### src/rtl/rstring_pkg.sv
// Shared types and helpers for the resistor-string tap sequencer:
// channel FSM states, channel index names, one-hot decode and saturating add.
package rstring_pkg;

    typedef enum logic [2:0] {
        OFF,
        BREAK,
        MAKE,
        SETTLE,
        STABLE
    } chan_state_t;

    localparam int CH_BROUT  = 0;
    localparam int CH_VUNDER = 1;

    // Widest legal string is 64 taps; indices carry one spare bit for the hysteresis sum.
    localparam int MAX_TAPS = 64;
    localparam int IDX_W    = 7;

    function automatic logic [MAX_TAPS-1:0] onehot(input logic [IDX_W-1:0] idx,
                                                   input int               ntaps);
        logic [MAX_TAPS-1:0] v;
        v = '0;
        if (int'(idx) < ntaps) v = MAX_TAPS'(1) << idx;
        return v;
    endfunction

    function automatic logic [IDX_W-1:0] sat_add(input logic [IDX_W-1:0] code,
                                                 input logic [IDX_W-1:0] off,
                                                 input logic [IDX_W-1:0] max_idx);
        logic [IDX_W:0] sum;
        sum = {1'b0, code} + {1'b0, off};
        if (sum > {1'b0, max_idx}) return max_idx;
        return sum[IDX_W-1:0];
    endfunction

endpackage

### src/rtl/rstring_tap_seq_if.sv
// Control/status bundle between the trim registers and the tap sequencer.
// master = register side, slave = sequencer.
interface rstring_tap_seq_if #(
    parameter int NTAPS = 8,
    parameter int NCH   = 2,
    parameter int SEL_W = $clog2(NTAPS)
);
    logic                   ena;
    logic [NCH*SEL_W-1:0]   sel_code;
    logic [NCH-1:0]         hyst_en;
    logic [NCH-1:0]         cmp_out;
    logic                   rstr_ena;
    logic [NCH*NTAPS-1:0]   tap_sel;
    logic [NCH-1:0]         settled;
    logic                   busy;

    modport master (
        output ena, sel_code, hyst_en, cmp_out,
        input  rstr_ena, tap_sel, settled, busy
    );

    modport slave (
        input  ena, sel_code, hyst_en, cmp_out,
        output rstr_ena, tap_sel, settled, busy
    );
endinterface

### src/rtl/rstring_tap_chan.sv
// One trip channel: effective-index compute, break-before-make FSM,
// settle qualification and the registered one-hot tap select.
module rstring_tap_chan
    import rstring_pkg::*;
#(
    parameter int NTAPS      = 8,
    parameter int SEL_W      = $clog2(NTAPS),
    parameter int SETTLE_CYC = 4,
    parameter int HYST_TAPS  = 1
) (
    input  logic             osc_ck,
    input  logic             rstn,
    input  logic             ena,
    input  logic             warm_done,
    input  logic [SEL_W-1:0] sel_code,
    input  logic             hyst_en,
    input  logic             cmp_out,
    output logic [NTAPS-1:0] tap_sel,
    output logic             settled,
    output logic             settled_nxt
);

    localparam int CNT_W = $clog2(SETTLE_CYC + 1);

    chan_state_t      state_p0, state_d;
    logic [SEL_W-1:0] cur_p0, cur_d;
    logic [CNT_W-1:0] cnt_p0, cnt_d;
    logic [NTAPS-1:0] tap_p0, tap_d;
    logic             settled_p0;
    logic [IDX_W-1:0] hyst_off;
    logic [SEL_W-1:0] eff;

    // Out-of-range codes and hysteresis overflow both clamp to the top tap.
    assign hyst_off = (hyst_en & cmp_out) ? IDX_W'(HYST_TAPS) : '0;
    assign eff      = SEL_W'(sat_add(IDX_W'(sel_code), hyst_off, IDX_W'(NTAPS - 1)));

    always_comb begin
        state_d = state_p0;
        cur_d   = cur_p0;
        cnt_d   = cnt_p0;
        tap_d   = tap_p0;
        if (!ena) begin
            state_d = OFF;
        end else begin
            case (state_p0)
                OFF:     if (warm_done) state_d = MAKE;
                BREAK:   state_d = MAKE;
                MAKE:    state_d = SETTLE;
                SETTLE: begin
                    if (eff != cur_p0)                          state_d = BREAK;
                    else if (cnt_p0 == CNT_W'(SETTLE_CYC - 1)) state_d = STABLE;
                    else                                        cnt_d   = cnt_p0 + CNT_W'(1);
                end
                STABLE:  if (eff != cur_p0) state_d = BREAK;
                default: state_d = OFF;
            endcase
        end
        // The code is sampled only on MAKE entry, so anything seen during BREAK is absorbed.
        case (state_d)
            MAKE: begin
                cur_d = eff;
                tap_d = NTAPS'(onehot(IDX_W'(eff), NTAPS));
            end
            OFF, BREAK: tap_d = '0;
            default:    tap_d = tap_p0;
        endcase
        if (state_d != SETTLE) cnt_d = '0;
    end

    assign settled_nxt = (state_d == STABLE);

    always_ff @(posedge osc_ck or negedge rstn) begin
        if (!rstn) begin
            state_p0   <= OFF;
            cnt_p0     <= '0;
            tap_p0     <= '0;
            settled_p0 <= 1'b0;
        end else begin
            state_p0   <= state_d;
            cnt_p0     <= cnt_d;
            tap_p0     <= tap_d;
            settled_p0 <= settled_nxt;
        end
    end

    // cur is only consulted after a MAKE has loaded it.
    always_ff @(posedge osc_ck) begin
        cur_p0 <= cur_d;
    end

    assign tap_sel = tap_p0;
    assign settled = settled_p0;

    a_onehot0: assert property (@(posedge osc_ck) disable iff (!rstn) $onehot0(tap_p0));
    a_bbm: assert property (@(posedge osc_ck) disable iff (!rstn)
        (tap_p0 != '0) |=> (tap_p0 == '0 || tap_p0 == $past(tap_p0)));

endmodule

### src/rtl/rstring_tap_seq.sv
// Resistor-string tap sequencer top: string warm-up counter and bias enable,
// NCH independent tap channels, and the aggregated busy flag.
module rstring_tap_seq
    import rstring_pkg::*;
#(
    parameter int NTAPS      = 8,
    parameter int SEL_W      = $clog2(NTAPS),
    parameter int NCH        = 2,
    parameter int WARM_CYC   = 16,
    parameter int SETTLE_CYC = 4,
    parameter int HYST_TAPS  = 1
) (
    input  logic             osc_ck,
    input  logic             rstn,
    rstring_tap_seq_if.slave bus
);

    localparam int WARM_W = $clog2(WARM_CYC + 1);

    logic [WARM_W-1:0]    warm_cnt_p0;
    logic                 rstr_ena_p0;
    logic                 busy_p0;
    logic                 warm_done;
    logic [NCH*NTAPS-1:0] tap_all;
    logic [NCH-1:0]       settled_all;
    logic [NCH-1:0]       settled_nxt;

    assign warm_done = (warm_cnt_p0 == WARM_W'(WARM_CYC));

    // Any low sample of ena discards warm-up progress, so a re-enable waits the full time.
    always_ff @(posedge osc_ck or negedge rstn) begin
        if (!rstn) begin
            warm_cnt_p0 <= '0;
            rstr_ena_p0 <= 1'b0;
            busy_p0     <= 1'b0;
        end else begin
            busy_p0 <= bus.ena & ~(&settled_nxt);
            if (!bus.ena) begin
                warm_cnt_p0 <= '0;
                rstr_ena_p0 <= 1'b0;
            end else begin
                rstr_ena_p0 <= 1'b1;
                if (!warm_done) warm_cnt_p0 <= warm_cnt_p0 + WARM_W'(1);
            end
        end
    end

    for (genvar c = 0; c < NCH; c++) begin : g_chan
        rstring_tap_chan #(
            .NTAPS      (NTAPS),
            .SEL_W      (SEL_W),
            .SETTLE_CYC (SETTLE_CYC),
            .HYST_TAPS  (HYST_TAPS)
        ) u_chan (
            .osc_ck      (osc_ck),
            .rstn        (rstn),
            .ena         (bus.ena),
            .warm_done   (warm_done),
            .sel_code    (bus.sel_code[c*SEL_W +: SEL_W]),
            .hyst_en     (bus.hyst_en[c]),
            .cmp_out     (bus.cmp_out[c]),
            .tap_sel     (tap_all[c*NTAPS +: NTAPS]),
            .settled     (settled_all[c]),
            .settled_nxt (settled_nxt[c])
        );
    end

    assign bus.rstr_ena = rstr_ena_p0;
    assign bus.tap_sel  = tap_all;
    assign bus.settled  = settled_all;
    assign bus.busy     = busy_p0;

endmodule

### src/flat_wrapper.sv
// flat-port wrapper written by rule: the top's interface ports become plain ports
module rstring_tap_seq_flat import rstring_pkg::*;
#(
    parameter int NTAPS      = 8,
    parameter int SEL_W      = $clog2(NTAPS),
    parameter int NCH        = 2,
    parameter int WARM_CYC   = 16,
    parameter int SETTLE_CYC = 4,
    parameter int HYST_TAPS  = 1
)
  (osc_ck, rstn, bus_ena, bus_sel_code, bus_hyst_en, bus_cmp_out, bus_rstr_ena, bus_tap_sel, bus_settled, bus_busy);
  rstring_tap_seq_if #(.NTAPS(NTAPS), .NCH(NCH), .SEL_W(SEL_W)) bus_i ();
  input  logic osc_ck;
  input  logic rstn;
  input wire logic [$bits(bus_i.ena)-1:0] bus_ena;
  input wire logic [$bits(bus_i.sel_code)-1:0] bus_sel_code;
  input wire logic [$bits(bus_i.hyst_en)-1:0] bus_hyst_en;
  input wire logic [$bits(bus_i.cmp_out)-1:0] bus_cmp_out;
  output wire logic [$bits(bus_i.rstr_ena)-1:0] bus_rstr_ena;
  output wire logic [$bits(bus_i.tap_sel)-1:0] bus_tap_sel;
  output wire logic [$bits(bus_i.settled)-1:0] bus_settled;
  output wire logic [$bits(bus_i.busy)-1:0] bus_busy;
  assign bus_i.ena = bus_ena;
  assign bus_i.sel_code = bus_sel_code;
  assign bus_i.hyst_en = bus_hyst_en;
  assign bus_i.cmp_out = bus_cmp_out;
  assign bus_rstr_ena = bus_i.rstr_ena;
  assign bus_tap_sel = bus_i.tap_sel;
  assign bus_settled = bus_i.settled;
  assign bus_busy = bus_i.busy;
  rstring_tap_seq #(.NTAPS(NTAPS), .SEL_W(SEL_W), .NCH(NCH), .WARM_CYC(WARM_CYC), .SETTLE_CYC(SETTLE_CYC), .HYST_TAPS(HYST_TAPS)) u_core (.osc_ck(osc_ck), .rstn(rstn), .bus(bus_i));
endmodule
### config.mk
export PLATFORM = sky130hd
export DESIGN_NAME = rstring_tap_seq_flat
export DESIGN_NICKNAME = d
export VERILOG_FILES = /design/src/rtl/rstring_pkg.sv /design/src/rtl/rstring_tap_seq_if.sv /design/src/rtl/rstring_tap_chan.sv /design/src/rtl/rstring_tap_seq.sv /design/src/flat_wrapper.sv
export SDC_FILE = /design/constraint.sdc
export NUM_CORES = 1
export LEC_CHECK = 0
export ABC_CLOCK_PERIOD_IN_PS = 2100
export BUFFER_PORTS_ARGS = -buffer_cell sky130_fd_sc_hd__buf_2
export CORE_ASPECT_RATIO = 0.9
export CORE_MARGIN = 2
export CORE_UTILIZATION = 51
export CTS_CLUSTER_DIAMETER = 40
export DETAILED_ROUTE_END_ITERATION = 7
export PLACE_DENSITY = 0.75
export SYNTH_ARGS = -nofsm -noshare
export SYNTH_HDL_FRONTEND = slang
export SYNTH_SLANG_ARGS = --single-unit
### constraint.sdc
create_clock -name osc_ck -period 2.1 [get_ports osc_ck]
set_input_delay 0.315 -clock osc_ck [delete_from_list [all_inputs] [get_ports osc_ck]]
set_output_delay 0.315 -clock osc_ck [all_outputs]
set_load 0.05 [all_outputs]
==> results.md <==
- Startpoint Class: flop
- Syn avg cell area: 10.9 um2
- Antenna violations before repair: 0
- # fillers: 330
- Most used DFF post-synth: dfrtp_1
- Largest net degree at the start of global routing: 38
- Total grt overflow: 0
- CTS buffer count: 5
- Crit-path cells: ha_2 -> ha_4 -> or3_4 -> or3_4 -> a21oi_4 -> and2_4
- Mux cell area share after synthesis: 2.25%
- Synth Area in XOR/XNOR: 6.15%
- Die width: 74.5 um
- Top cell by count, worst path: or3_4
- Sw Pwr: 0.400 mW
- Synth top area cells: dfrtp_1 (41%), edfxtp_1 (7.9%), ha_1 (5.5%)
- CP max FO: 5
- Slew Limit Headroom: 44.7%
- Fraction of the mapped netlist area in adder cells: 5.49%
- First-pass GRT wire length: 7490 um
- Final ANT Viol Nets: 0
- Violated checks: negative setup slack
- Wire per inst: 13.5 um
- Worst-margin pin slew: 830 ps
- Number of vias per cell: 5.15
- Total track usage: 19.8%
- Fin cells: 347
- N_diodes: 0
- Critical setup path kind: reg2reg
- Final setup viols: 9
- Internal Power: 1.19 mW
- Starting Density: 52.1%
- Count of cell types in the netlist: 57
- MaxCap Viol Count: 0
- PortBufs: 32
- Routed wire length: 4690 um
- Syn nets: 232
- Crit path time final: 2170 ps
- Number of DRC markers in iteration 0: 87
- Max Clk Rate: 461 MHz
- Period utilization: 103%
- Hold_buf cts: 0
- DR vias: 1786
- Root Buffer: clkbuf_8
- Total power: 1.59 mW
- Sequential fraction of the synthesis area: 48.5%
- Clock transition at the registers of the reported paths: 80 ps
- DRC Markers: 0
- Clock share of power: 31.5%
- Arr. time, crit path: 2190 ps
- #FFs+latches synth: 43
- Crit path largest cell delay: 400 ps
- Vias in the first global route: 1677
- H-tree Lvls: 2
- Clock sinks: 43
- Post-synth EDFFs: 6
- Simple-gate area share of the yosys netlist: 17.0%
- Placed insts: 331
- Core Rows: 23
- Yosys warns: 0
- Worst Reg2Reg Path Length in Cells: 6
- Commonest non-fill, non-tap cell in the layout: buf_4
- Clk_skew: 13.4 ps
- LEAKAGE: 1.46 nW
- Tightest Hold Check Type: in2async
- Logic pwr share: 14.7%
- Flop pwr share: 53.8%
- Switching share of power: 25.2%
- Maximum VDD drop: 329 uV
- Power Density: 519 nW/um2
- CP required: 2120 ps
- Slew Limit Fails: 0
- Outcome: finished with violations
- NumNets Final: 308
- Share of layout cells above drive strength 1: 42.5%
- DR pass1 iterations: 4
- Clock Latency Late Sink: 300 ps
- Die height: 67.4 um
- Largest family of logic cells by synthesized area: simple AND/OR/NAND/NOR gates
- Async set-or-reset flop fraction in the synthesized netlist: 86.0%
- Most frequent cells in the layout: buf_4 (45), dfrtp_1 (37), buf_2 (31)
- Setup WS post-layout: -67.7 ps
- RSZ-0062 raised after global routing: true
- Deepest clock path buffer count: 2
- Mapped Area: 2280 um2
- CTS tree: yes
- Slowest CP cell: dfrtp_1
- GPL Wtd Cong: 0.842
- Syn Inst Count: 209
- HPWL Detailed: 3410 um
- Final Hold Fails: 0
- Top cell type's share of synthesized area: 40.6%
- IO Count: 33
- Area Growth Syn to Fin: 34.4%
- Area leader, netlist: dfrtp_1
- Post-synthesis compound-gate area fraction: 15.7%
- Crit. End Element: flop
- Die ar.: 5020 um2
- Core area: 4370 um2
==> Yosys cell counts (4+ instances only) <==
library cell  instances
a32o_1                5
nor3_1                6
a22o_1                5
dfrtp_1              37
o21ai_0               6
mux2i_1               4
a21oi_1               6
edfxtp_1              6
ha_1                 10
and3_1                6
nand2_1              11
inv_1                12
and2_1                8
xnor2_1               8
nor2_1               17
==> worst max-delay path: cells and delay by family, from the launching register on <==
family	cells	cell delay [ps]
adders and majority gates	2	350
AOI/OAI and AO/OA	1	160
DFF	1	400
and+or+nand+nor	3	960
==> power groups by stage <==
stage          registers, mW  logic [mW]  clock network (mW)
4_1_cts                0.855       0.232               0.520
3_5_place_dp           0.872       0.221                   0
5_1_grt                0.856       0.256               0.545
2_1_floorplan          0.880       0.110                   0
6_report               0.855       0.234               0.501
3_3_place_gp           0.872       0.215                   0
==> final timing paths <==
kind                                                         start                                 end  slack [ps]
worst max-delay path             u_core.g_chan[0].u_chan.cnt_p0[0]   u_core.g_chan[0].u_chan.cur_p0[2]         -70
worst min-delay path                                          rstn   u_core.g_chan[0].u_chan.cnt_p0[2]         120
worst max register to register   u_core.g_chan[0].u_chan.cnt_p0[0]   u_core.g_chan[0].u_chan.cur_p0[2]         -70
worst min register to register  u_core.g_chan[1].u_chan.tap_sel[1]  u_core.g_chan[1].u_chan.tap_sel[1]         490
max in group asynchronous                                     rstn               u_core.warm_cnt_p0[3]        1460
min in group osc_ck                                        bus_ena     u_core.g_chan[0].u_chan.settled         390
==> registers in the layout, summed over array words and instances, names as in the netlist <==
name and cells:
u_core.bus.busy 1, u_core.bus.rstr_ena 1, u_core.g_chan.u_chan.cnt_p0 6, u_core.g_chan.u_chan.cur_p0 6
u_core.g_chan.u_chan.settled 2, u_core.g_chan.u_chan.state_p0 6, u_core.g_chan.u_chan.tap_sel 16, u_core.warm_cnt_p0 5
==> cell type report <==
class / instances / area (um2) / share of cell area (%)
multi-input combinational: 144 / 1240 / 40.5
sequential: 43 / 1110 / 36.1
timing repair buffer: 77 / 504 / 16.5
tap: 62 / 77.6 / 2.53
clock buffer: 5 / 68.8 / 2.25
inverter: 14 / 52.6 / 1.71
clock inverter: 2 / 13.8 / 0.449
==> what timing repair did <==
| action | CTS | global route |
|---|---|---|
| cloned | 1 | 0 |
| pin swaps | 4 | 2 |
| resized for setup | 9 | 5 |
| endpoints found under the hold margin | 0 | 0 |
| setup endpoints to repair | 12 | 19 |
| buffers inserted | 5 | 3 |
==> kinds of logic after synthesis <==
family / after synthesis
mux: 5
simple gates: 71
buf+inv: 23
compound gates: 44
flops: 43
xor+xnor: 13
fa+ha+maj: 10
==> per-stage QoR <==
step / hold slack (ps) / setup slack, ps / utilization (%) / TNS, ps / instance area, um2
final: 118 / -67.7 / 70.1 / -429 / 3060
after global routing: 186 / -136 / 70.1 / -1190 / 3060
after CTS: 142 / -40.3 / 68.7 / -171 / 3010
after detailed placement: 468 / -386 / 64.9 / -5410 / 2840
after global placement: 453 / -361 / 64.9 / -4710 / 2840
after floorplan: 19.4 / -368 / - / -3160 / 2380
==> per-layer routing <==
metal | GRT usage, % | share of wire, % | wire (um) | up-vias
li1 | - | - | - | 901
met3 | 4.03 | 3.4 | 160 | 4
met1 | 27.3 | 48 | 2270 | 851
met2 | 31.6 | 47 | 2220 | 30
met4 | 6.03 | 0.96 | 45 | 0
met5 | 0 | 0 | 0 | -
No activity file was read; power rests on OpenSTA's default activity.
